$ cat src/rtl/pc_fetch_sequencer.sv
// pc_fetch_sequencer: architectural PC register with fetch handshake, execute hold and redirect resolution.
module pc_fetch_sequencer #(
  parameter logic [31:0] RESET_PC = 32'h0000_0000,
  parameter int IMEM_TIMEOUT = 16
) (
  input  logic        clk,
  input  logic        reset_n,
  input  logic        imem_ready,
  input  logic        stall,
  input  logic        branch_taken,
  input  logic [15:0] branch_offset,
  input  logic        jump,
  input  logic [25:0] jump_target,
  input  logic        jr,
  input  logic [31:0] jr_addr,
  output logic        imem_req,
  output logic [31:0] imem_addr,
  output logic        instr_valid,
  output logic [31:0] pc,
  output logic [31:0] pc_plus4,
  output logic [31:0] retired,
  output logic        addr_fault,
  output logic        fetch_fault
);
  localparam logic [1:0] BOOT = 2'd0, FETCH = 2'd1, EXEC = 2'd2, HALT = 2'd3;
  localparam logic [7:0] LAST_WAIT = 8'(IMEM_TIMEOUT - 1);
  logic [1:0] state;
  logic [7:0] wait_cnt;
  logic [31:0] next_pc;
  assign imem_req = state == FETCH;
  assign instr_valid = state == EXEC;
  assign imem_addr = pc;
  assign pc_plus4 = pc + 32'd4;
  always_comb
    next_pc = jr ? {jr_addr[31:2], 2'b00} :
              jump ? {pc_plus4[31:28], jump_target, 2'b00} :
              branch_taken ? pc_plus4 + {{14{branch_offset[15]}}, branch_offset, 2'b00} :
              pc_plus4;
  always_ff @(posedge clk or negedge reset_n)
    if (!reset_n) begin
      state <= BOOT;
      pc <= RESET_PC;
      retired <= '0;
      wait_cnt <= '0;
      addr_fault <= 1'b0;
      fetch_fault <= 1'b0;
    end else begin
      case (state)
        BOOT: state <= FETCH;
        FETCH:
          if (imem_ready) begin
            state <= EXEC;
            wait_cnt <= '0;
          end else if (wait_cnt == LAST_WAIT) begin
            fetch_fault <= 1'b1;
            state <= HALT;
          end else wait_cnt <= wait_cnt + 8'd1;
        EXEC:
          if (!stall) begin
            pc <= next_pc;
            retired <= retired + 32'd1;
            state <= FETCH;
            if (jr && |jr_addr[1:0]) addr_fault <= 1'b1;
          end
        default: ;
      endcase
    end
endmodule

$ cat config.mk
export PLATFORM = sky130hd
export DESIGN_NAME = pc_fetch_sequencer
export DESIGN_NICKNAME = d
export VERILOG_FILES = /design/src/rtl/pc_fetch_sequencer.sv
export SDC_FILE = /design/constraint.sdc
export NUM_CORES = 1
export LEC_CHECK = 0
export CAP_MARGIN = 10
export CELL_PAD_IN_SITES_DETAIL_PLACEMENT = 0
export CELL_PAD_IN_SITES_GLOBAL_PLACEMENT = 1
export CORE_ASPECT_RATIO = 1.4
export CORE_MARGIN = 2
export CORE_UTILIZATION = 42
export DETAILED_ROUTE_END_ITERATION = 8
export DONT_BUFFER_PORTS = 1
export PLACE_DENSITY = 0.81
export RECOVER_POWER = 100
export SYNTH_ARGS = -nofsm -noshare
export SYNTH_HDL_FRONTEND = slang
export SYNTH_SLANG_ARGS = --single-unit
$ cat constraint.sdc
create_clock -name clk -period 3.3 [get_ports clk]
set_input_delay 0.33 -clock clk [delete_from_list [all_inputs] [get_ports clk]]
set_output_delay 0.33 -clock clk [all_outputs]
set_load 0.01 [all_outputs]
* Word level (Yosys, flattened, before mapping)
Cells that the tools add are included. Widths: inputs -> output; s select.
Word-level totals: register bits after elaboration 76, bits in latches 0, RAM bits 0, memory bits (read-only) 0, input bits 81, output and inout bits 132, word-level logic and storage cells 36, memories 0
Cells by class: add/sub/neg operators 4, $mul 0, div/mod/pow operators 0, order comparisons 0, eq/ne operators 6, shifts and indexed selects 0, mux-type cells 9, bitwise operators 2, reductions and logical operators 9
Operators by type and width (count):
- $mux 32 | 3
- $add 32x1->32 const B | 1
- $add 32x3->32 const B | 1
- $add 32x32->32 | 1
- $mux 8 | 2
- $reduce_and 3->1 | 3
- $add 8x1->8 const B | 1
- $eq 8x4->1 const B | 1
- $mux 2 | 3
- $pmux 2 s3 | 1
- $ne 2x2->1 const B | 2
- $reduce_and 2->1 | 2
- $ne 3x2->1 const B | 1
- $reduce_bool 3->1 | 1
- $eq 2x1->1 const B | 1
- $eq 2x2->1 const B | 1
- $logic_not 2->1 | 1
- $not 1->1 | 2
- $reduce_or 2->1 | 1
- $logic_and 1x1->1 | 1

* Logic depth before layout (Yosys ltp)
Gate-level depths: netlist of run 1.
word-level depth 5, mapped depth 18, depth with buffers taken out 17

* Worst setup path after synthesis of run 1
OpenSTA, ideal clock, no wires.
path kind register -> register, start register pc[2], in the netlist imem_addr[2], end register pc[31], in the netlist imem_addr[31], setup time 126 ps, arrival time 3443 ps, required time 3174 ps, path slack -268 ps, cell stages (with the launch flop) 19, buffers on the path 1, period minus slack after synthesis 3568 ps, path through dfrtp_1 -> ha_1 -> nand3_1 -> nor4_2 -> nand2b_1 -> clkinv_1 -> nand2_1 -> xnor2_1 -> ha_1 -> buf_2 -> a21o_1 -> a21o_1 -> a21o_1 -> nor2_1 -> nor4_1 -> a211o_1 -> nor3b_2 -> mux2i_1 -> nand3_1
Between the ends: cells in the longest elaborated chain, start to end 5
Ends and longest elaborated chain:
- start, declared | RTL line 19 | output logic [31:0] pc,
- start signal, assigned | RTL line 60 | pc <= next_pc;
- $add 32x3->32 | RTL line 33 | assign pc_plus4 = pc + 32'd4;
- net pc_plus4[24] | RTL line 20 | output logic [31:0] pc_plus4,
- $add 32x32->32 | RTL line 37 | branch_taken ? pc_plus4 + {{14{branch_offset[15]}}, branch_offset, 2'b00} :
- $mux 32 | RTL line 37
- $mux 32 | RTL line 36 | jump ? {pc_plus4[31:28], jump_target, 2'b00} :
- $mux 32 | RTL line 35 | next_pc = jr ? {jr_addr[31:2], 2'b00} :
The timed path passes the listed nets, and every way through them passes these cells. A chain may end at the register's enable or synchronous reset.

* Worst setup path after layout of run 1
start register pc[2], in the netlist imem_addr[2], end register pc[31], in the netlist imem_addr[31]
Between the ends: cells in the longest elaborated chain, start to end 5
Ends and longest elaborated chain (RTL line):
- $add 32x3->32 * | 33
- $add 32x32->32 | 37
- $mux 32 | 37
- $mux 32 * | 36
- $mux 32 * | 35
Mark *: on every way between the ends. The rest lies on a longest branch, timed or not.

==> flow_summary_export.csv, run 1 <==
group,metric,value,unit
finish,drive_gt1_frac,0.3118,
global_routing,antenna_found_initial,1,
timing,hold-worst-slack,0.07126,ns
finish,nNetsFinal,997,
critical_path,critical_path_class,"reg -> reg",
critical_path,crit_path_max_incr_delay,0.41,ns
critical_path,critPathCaptureType,"flop",
floorplanning,rows,53,
detailed_routing,ant_nets,0,
power_and_ir_drop,powerDensity,892.7,nW/um^2
timing,grt_setup_unrepaired,"true",
timing,slew_headroom,-0.2993,
status,status,"finished with violations",
run,cap_violations,1,
critical_path,crit_family,"simple AND/OR/NAND/NOR gates",
floorplanning,fp.dieW,108.3,um
logic_synthesis,yosysUniqueCellTypes,69,
critical_path,critPathLaunchType,"flop",
critical_path,crit_arrival,3.56,ns
detailed_routing,drtPass1Iterations,5,
floorplanning,core_region_area,14990,sq um
min_path,hp-class,"in -> reg",
logic_synthesis,ys_ff_latch,74,
detailed_routing,drt_iter0_drc,323,
finish,syn_to_final_growth,30.64,%
placed_design,dp_hpwl,17.14,mm
global_routing,grt_use_total,0.2752,
logic_synthesis,synth_edf_count,0,
timing,hold_viol,0,
min_path,min_delay_path_depth,1,
power_and_ir_drop,power_leakage,0.003814,uW
placed_design,gp_congestion,1.032,
logic_synthesis,syn_inst,782,
timing,timing.final.ws_setup,-0.04252,ns
logic_synthesis,synth_seq_area_share,0.2893,
global_routing,grt.overflow.total,0,
status,violations,"capacitance limit, slew limit, setup timing",
critical_path,critical_path_required,3.52,ns
detailed_routing,wire_per_inst,21.62,um
placed_design,port_buffers,0,
clocking,ctsLongestPathBuffers,2,
floorplanning,die_h,150.1,um
critical_path,critPathBufInv,0,
clocking,clock-root-buffer,"clkbuf_16",
global_routing,grt_pass1_vias,6529,
clocking,clock_sinks,74,
clocking,htree_levels,3,
detailed_routing,num_vias,6435,
floorplanning,ioPinCount,213,
critical_path,crit_slowest_cell,"dfrtp_2",
critical_path,ff2ff_path_depth,15,
detailed_routing,routed_wl,23.24,mm
timing,fin_crit_sh,1.013,
floorplanning,dieArea,16260,sq um
clocking,clk_pin_slew,0.07,ns
logic_synthesis,dominantRegCellSynth,"dfrtp_1",
timing,fmax,299.2,MHz
detailed_routing,vias_per_cell,5.986,
timing,fin_skew,0.009683,ns
detailed_routing,remaining_drc_errors,0,
logic_synthesis,avgSynthCellArea,8.184,sq um
clocking,tritoncts,"yes",
clocking,clk_latency,0.34,ns
finish,final_cell_mix,"buf_4 (121), nand2_1 (76), dfrtp_1 (63)",
floorplanning,initial_core_util,0.4270,
timing,finalMaxSlewViolations,75,
timing,min_period,3.343,ns
global_routing,grt_max_degree,75,
finish,final_common_cell,"buf_4",
critical_path,path_cells,"ha_4 -> nand3_4 -> nor4_4 -> nand2_1 -> xnor2_2 -> ha_4 -> a21o_1 -> a21o_1 -> a21oi_2 -> o21ai_2 -> a21oi_4 -> nor3_4 -> nor3b_2 -> mux2i_1 -> nand3_1",
placed_design,dp_slack,-0.2874,ns
logic_synthesis,ys_warn_count,0,
logic_synthesis,synth_area,6400,sq um
clocking,cts_made_buffers,9,
timing,finalSetupViolations,4,
critical_path,crit_cells,15,
critical_path,path_max_fanout,5,
power_and_ir_drop,vdd_drop_max,543.2,uV
timing,tightestPinTransition,1.949,ns
timing,fin_tns_setup,-0.1367,ns
global_routing,grt_pass1_wl,34.20,mm
logic_synthesis,async_flop_share,1.000,
path summary, 6_finish.rpt:
| path | start | to | slack, ns |
|---|---|---|---|
| worst min register to register | wait_cnt[0]$_DFFE_PN0P_ | wait_cnt[0]$_DFFE_PN0P_ | 0.53 |
| min in group asynchronous | reset_n | imem_addr[29]$_DFFE_PN0P_ | 1.12 |
| max in group asynchronous | reset_n | imem_addr[14]$_DFFE_PN0P_ | 0.89 |
| worst min-delay path | imem_ready | state[0]$_DFFE_PN0P_ | 0.07 |
| worst max register to register | imem_addr[2]$_DFFE_PN0P_ | imem_addr[31]$_DFFE_PN0P_ | -0.04 |
| worst max-delay path | imem_addr[2]$_DFFE_PN0P_ | imem_addr[31]$_DFFE_PN0P_ | -0.04 |
cells by family (layout without fill, tap and decap cells):
logic type | count (synthesis) | count (layout) | share of synthesized area
AND/OR/NAND/NOR | 292 | 292 | 0.2327
other | 1 | 7 | 0.0005859
adder cells (fa/ha/maj) | 39 | 39 | 0.07742
buffers and inverters | 81 | 176 | 0.07234
flip-flops | 74 | 74 | 0.2893
multiplexers | 10 | 10 | 0.01564
XOR/XNOR | 83 | 83 | 0.1159
AO/OA/AOI/OAI | 202 | 202 | 0.1961
flip-flops by register name (all words and copies together), names as in the netlist:
register	cells
retired	32
addr_fault	1
imem_addr	30
fetch_fault	1
state	2
wait_cnt	8
through the flow:
step	power, uW	std cells	instance area [sq um]	utilization
detailed placement	5602	1032	7224	0.4821
floorplan	4193	787	6489	-
global route	7933	1075	8361	0.5579
finish	7464	1075	8361	0.5579
global placement	5524	1032	7224	0.4821
CTS	6928	1061	7875	0.5255
Yosys cell counts, types with 3 or more instances:
cell / number / area, sq um
a211o_1: 4 / 35.03
o21ai_1: 12 / 60.06
nand2_1: 82 / 307.8
and4_1: 4 / 35.03
buf_4: 39 / 292.8
and3_1: 26 / 162.7
nor3_1: 14 / 70.07
o22ai_1: 6 / 37.54
mux2i_1: 10 / 100.1
o211ai_1: 5 / 37.54
o21a_1: 5 / 37.54
nor2b_1: 3 / 18.77
nand3_1: 39 / 195.2
a211oi_1: 10 / 75.07
xor2_1: 35 / 306.5
xnor2_1: 46 / 402.9
nand4_1: 18 / 112.6
o21bai_1: 7 / 52.55
or3_1: 3 / 18.77
buf_2: 4 / 20.02
a221oi_1: 4 / 35.03
inv_1: 12 / 45.04
a31oi_1: 9 / 56.30
nor4_1: 3 / 18.77
a21o_1: 17 / 127.6
ha_1: 38 / 475.5
nor2_1: 68 / 255.2
a21oi_1: 63 / 315.3
nand2b_1: 9 / 56.30
and2_1: 4 / 25.02
clkbuf_1: 22 / 82.58
o21ai_0: 38 / 190.2
dfrtp_1: 74 / 1852
power by group:
group	leakage, uW	switching (uW)	internal (uW)	total [uW]
registers	0.000955	289	1140	1430
logic	0.00271	2760	2210	4970
clock network	0.000145	468	601	1070
layout make-up:
class                           instances  area, sq um
Multi-Input combinational cell        632         4822
Clock inverter                          7        82.58
Antenna cell                            1        2.502
Clock buffer                            9        225.2
Sequential cell                        74         1866
Inverter                               13        48.80
Tap cell                              192        240.2
Fill cell                            1377         6626
Timing Repair Buffer                  147         1074
per-layer routing:
metal / up-vias / track usage / part of all wire
li1: 2954 / - / -
met2: 309 / 0.5022 / 0.53
met4: 0 / 0.1468 / 0.042
met1: 3096 / 0.2833 / 0.36
met5: - / 0 / 0
met3: 76 / 0.07186 / 0.073
what timing repair did:
item / CTS / global route
gates resized for setup: 35 / 91
hold buffers: 2 / 0
pin swaps: 25 / 72
hold endpoints to repair: 74 / 0
setup buffers: 11 / 14
setup endpoints to repair: 14 / 17
worst register-to-register path, cell delays in order, from the launching register on:
cell and delay (ns):
dfrtp_2 0.41, ha_4 0.17, nand3_4 0.09, nor4_4 0.33
nand2_1 0.15, xnor2_2 0.32, ha_4 0.27, a21o_1 0.21
a21o_1 0.21, a21oi_2 0.15, o21ai_2 0.09, a21oi_4 0.27
nor3_4 0.08, nor3b_2 0.20, mux2i_1 0.20, nand3_1 0.08
Note: power is estimated with default switching activity, not from simulation.
==> inputs of run 2 (changes only) <==
--- a/config.mk
+++ b/config.mk
@@ -10,10 +10,9 @@
 export CELL_PAD_IN_SITES_GLOBAL_PLACEMENT = 1
 export CORE_ASPECT_RATIO = 1.4
 export CORE_MARGIN = 2
-export CORE_UTILIZATION = 42
+export CORE_UTILIZATION = 31
 export DETAILED_ROUTE_END_ITERATION = 8
-export DONT_BUFFER_PORTS = 1
-export PLACE_DENSITY = 0.81
+export PLACE_DENSITY = 0.83
 export RECOVER_POWER = 100
 export SYNTH_ARGS = -nofsm -noshare
 export SYNTH_HDL_FRONTEND = slang
==> constraint.sdc (replaced) <==
create_clock -name clk -period 3.3 [get_ports clk]
set_input_delay 0.33 -clock clk [delete_from_list [all_inputs] [get_ports clk]]
set_output_delay 0.33 -clock clk [all_outputs]
set_load 0.1 [all_outputs]
==> flow_summary_export.csv, run 2 (synthesized netlist as in run 1, its figures left out) <==
group,metric,value,unit
timing,fin_crit_sh,1.004,
min_path,min_delay_path_depth,1,
global_routing,grt_max_degree,75,
floorplanning,die_h,174.0,um
floorplanning,ioPinCount,213,
finish,final_common_cell,"buf_4",
critical_path,reg2reg_slack,-0.01,ns
critical_path,path_max_fanout,6,
critical_path,critPathLaunchType,"flop",
timing,timing.final.ws_setup,-0.01260,ns
timing,min_period,3.313,ns
critical_path,reg2reg_from,"imem_addr[3]$_DFFE_PN0P_",
critical_path,critical_path_class,"reg -> reg",
detailed_routing,num_vias,7046,
timing,fin_skew,0.01221,ns
detailed_routing,drt_iter0_drc,356,
clocking,tritoncts,"yes",
min_path,hold_start,"fetch_fault$_DFFE_PN0P_",
floorplanning,rows,62,
detailed_routing,vias_per_cell,5.258,
timing,hold_viol,0,
global_routing,grt_pass1_wl,39.63,mm
detailed_routing,remaining_drc_errors,0,
timing,slew_headroom,-0.3598,
detailed_routing,ant_nets,0,
clocking,htree_levels,3,
floorplanning,initial_core_util,0.3137,
clocking,clk_pin_slew,0.06,ns
clocking,ctsLongestPathBuffers,2,
finish,syn_to_final_growth,62.50,%
min_path,hold_end,"fetch_fault$_DFFE_PN0P_",
critical_path,r2r_end,"imem_addr[18]$_DFFE_PN0P_",
floorplanning,fp.dieW,125.4,um
placed_design,dpl-instance-area,9976,sq um
clocking,clock-root-buffer,"clkbuf_16",
detailed_routing,drtPass1Iterations,8,
placed_design,port_buffers,206,
detailed_routing,wire_per_inst,18.85,um
critical_path,crit_arrival,3.52,ns
finish,diodes,0,
min_path,hp-class,"reg -> reg",
placed_design,dp_cells,1317,
global_routing,grt_pass1_vias,7372,
finish,fin_cells,1340,
critical_path,critPathCaptureType,"flop",
finish,largest_register_ff_count,32,
finish,final_cell_mix,"buf_4 (136), nand2_1 (79), clkdlybuf4s50_1 (78)",
floorplanning,dieArea,21830,sq um
finish,fill_cells,1983,
timing,grt_setup_unrepaired,"true",
finish,drive_gt1_frac,0.2657,
timing,fmax,301.9,MHz
placed_design,dp_slack,-0.2302,ns
detailed_routing,routed_wl,25.26,mm
timing,tightestPinTransition,2.040,ns
placed_design,dp_hpwl,19.75,mm
clocking,clock_sinks,74,
timing,hold-worst-slack,0.4661,ns
finish,final_area,10400,sq um
clocking,clk_latency,0.35,ns
critical_path,critical_path_required,3.50,ns
global_routing,grt.overflow.total,0,
clocking,hold_buffers,0,
global_routing,antenna_found_initial,1,
timing,finalMaxSlewViolations,75,
finish,nNetsFinal,1199,
status,violations,"capacitance limit, slew limit, setup timing",
placed_design,gp_congestion,0.9943,
finish,largest-register,"retired",
run,cap_violations,1,
timing,finalSetupViolations,4,
status,status,"finished with violations",
floorplanning,core_region_area,20400,sq um
global_routing,grt_use_total,0.2287,
critical_path,ff2ff_path_depth,15,
clocking,cts_made_buffers,9,
run 2: cell types whose count changed in the layout (fill, tap and decap cells not counted), sizes merged:
| cell | change |
|---|---|
| clkinvlp | +1 |
| clkinv | +2 |
| clkdlybuf4s50 | +78 |
| dlygate4sd3 | +76 |
| clkbuf | +27 |
| inv | -3 |
| buf | +21 |
| diode | -1 |
run 2: how the worst max path moves through the flow:
stage / startpoint / end / slack, ns / depth (start not counted)
after floorplan: imem_addr[2]$_DFFE_PN0P_ / imem_addr[31]$_DFFE_PN0P_ / -0.78 / 18
after global placement: imem_addr[3]$_DFFE_PN0P_ / imem_addr[31]$_DFFE_PN0P_ / -0.13 / 17
after detailed placement: imem_addr[3]$_DFFE_PN0P_ / imem_addr[31]$_DFFE_PN0P_ / -0.23 / 17
after CTS: imem_addr[6]$_DFFE_PN0P_ / imem_addr[31]$_DFFE_PN0P_ / -0.05 / 16
after global routing: imem_addr[3]$_DFFE_PN0P_ / imem_addr[31]$_DFFE_PN0P_ / -0.32 / 17
final: imem_addr[3]$_DFFE_PN0P_ / imem_addr[18]$_DFFE_PN0P_ / -0.01 / 15
run 2: per-stage QoR:
step	util	TNS, ns
final	0.5098	-0.03219
after global routing	0.5098	-3.239
after CTS	0.5156	-0.1065
after detailed placement	0.4890	-0.8178
after global placement	0.4890	-0.3837
after floorplan	-	-14.47
run 2: layer usage:
metal	wire (um)	global-route usage
met1	9741	0.2582
met2	13290	0.4185
met3	1090	0.03447
met4	1141	0.1065
met5	0	0
run 2: critical path, cell delays in order (launching register included):
cell and delay, ns:
dfrtp_4 0.44, ha_4 0.15, nand3_4 0.09, nor3_2 0.20, nand4_1 0.24, xnor2_4 0.22
ha_4 0.29, buf_6 0.12, nand4_1 0.21, nor4_4 0.37, nor2b_4 0.09, nand2_1 0.08
xor2_1 0.06, mux2i_1 0.13, a21oi_1 0.08, a221o_1 0.40
run 2: final cells by class:
cell class	instances	area, sq um	share of cell area
multi-input combinational	632	4837	0.4651
timing repair buffer	349	2973	0.2859
sequential	74	1917	0.1843
tap	256	320.3	0.03080
clock buffer	9	225.2	0.02166
clock inverter	7	77.57	0.007459
inverter	13	50.05	0.004812
run 2: what timing repair did:
action / in CTS / in global routing
pin swaps: 26 / 9
cloned: 0 / 0
endpoints found under the setup margin: 13 / 21
gates resized for setup: 34 / 15
endpoints found under the hold margin: 0 / 0
buffers inserted: 7 / 1
Power of run 2 is not shown: default switching activity piles up to over one toggle a cycle in this logic, so the estimate is an artifact.
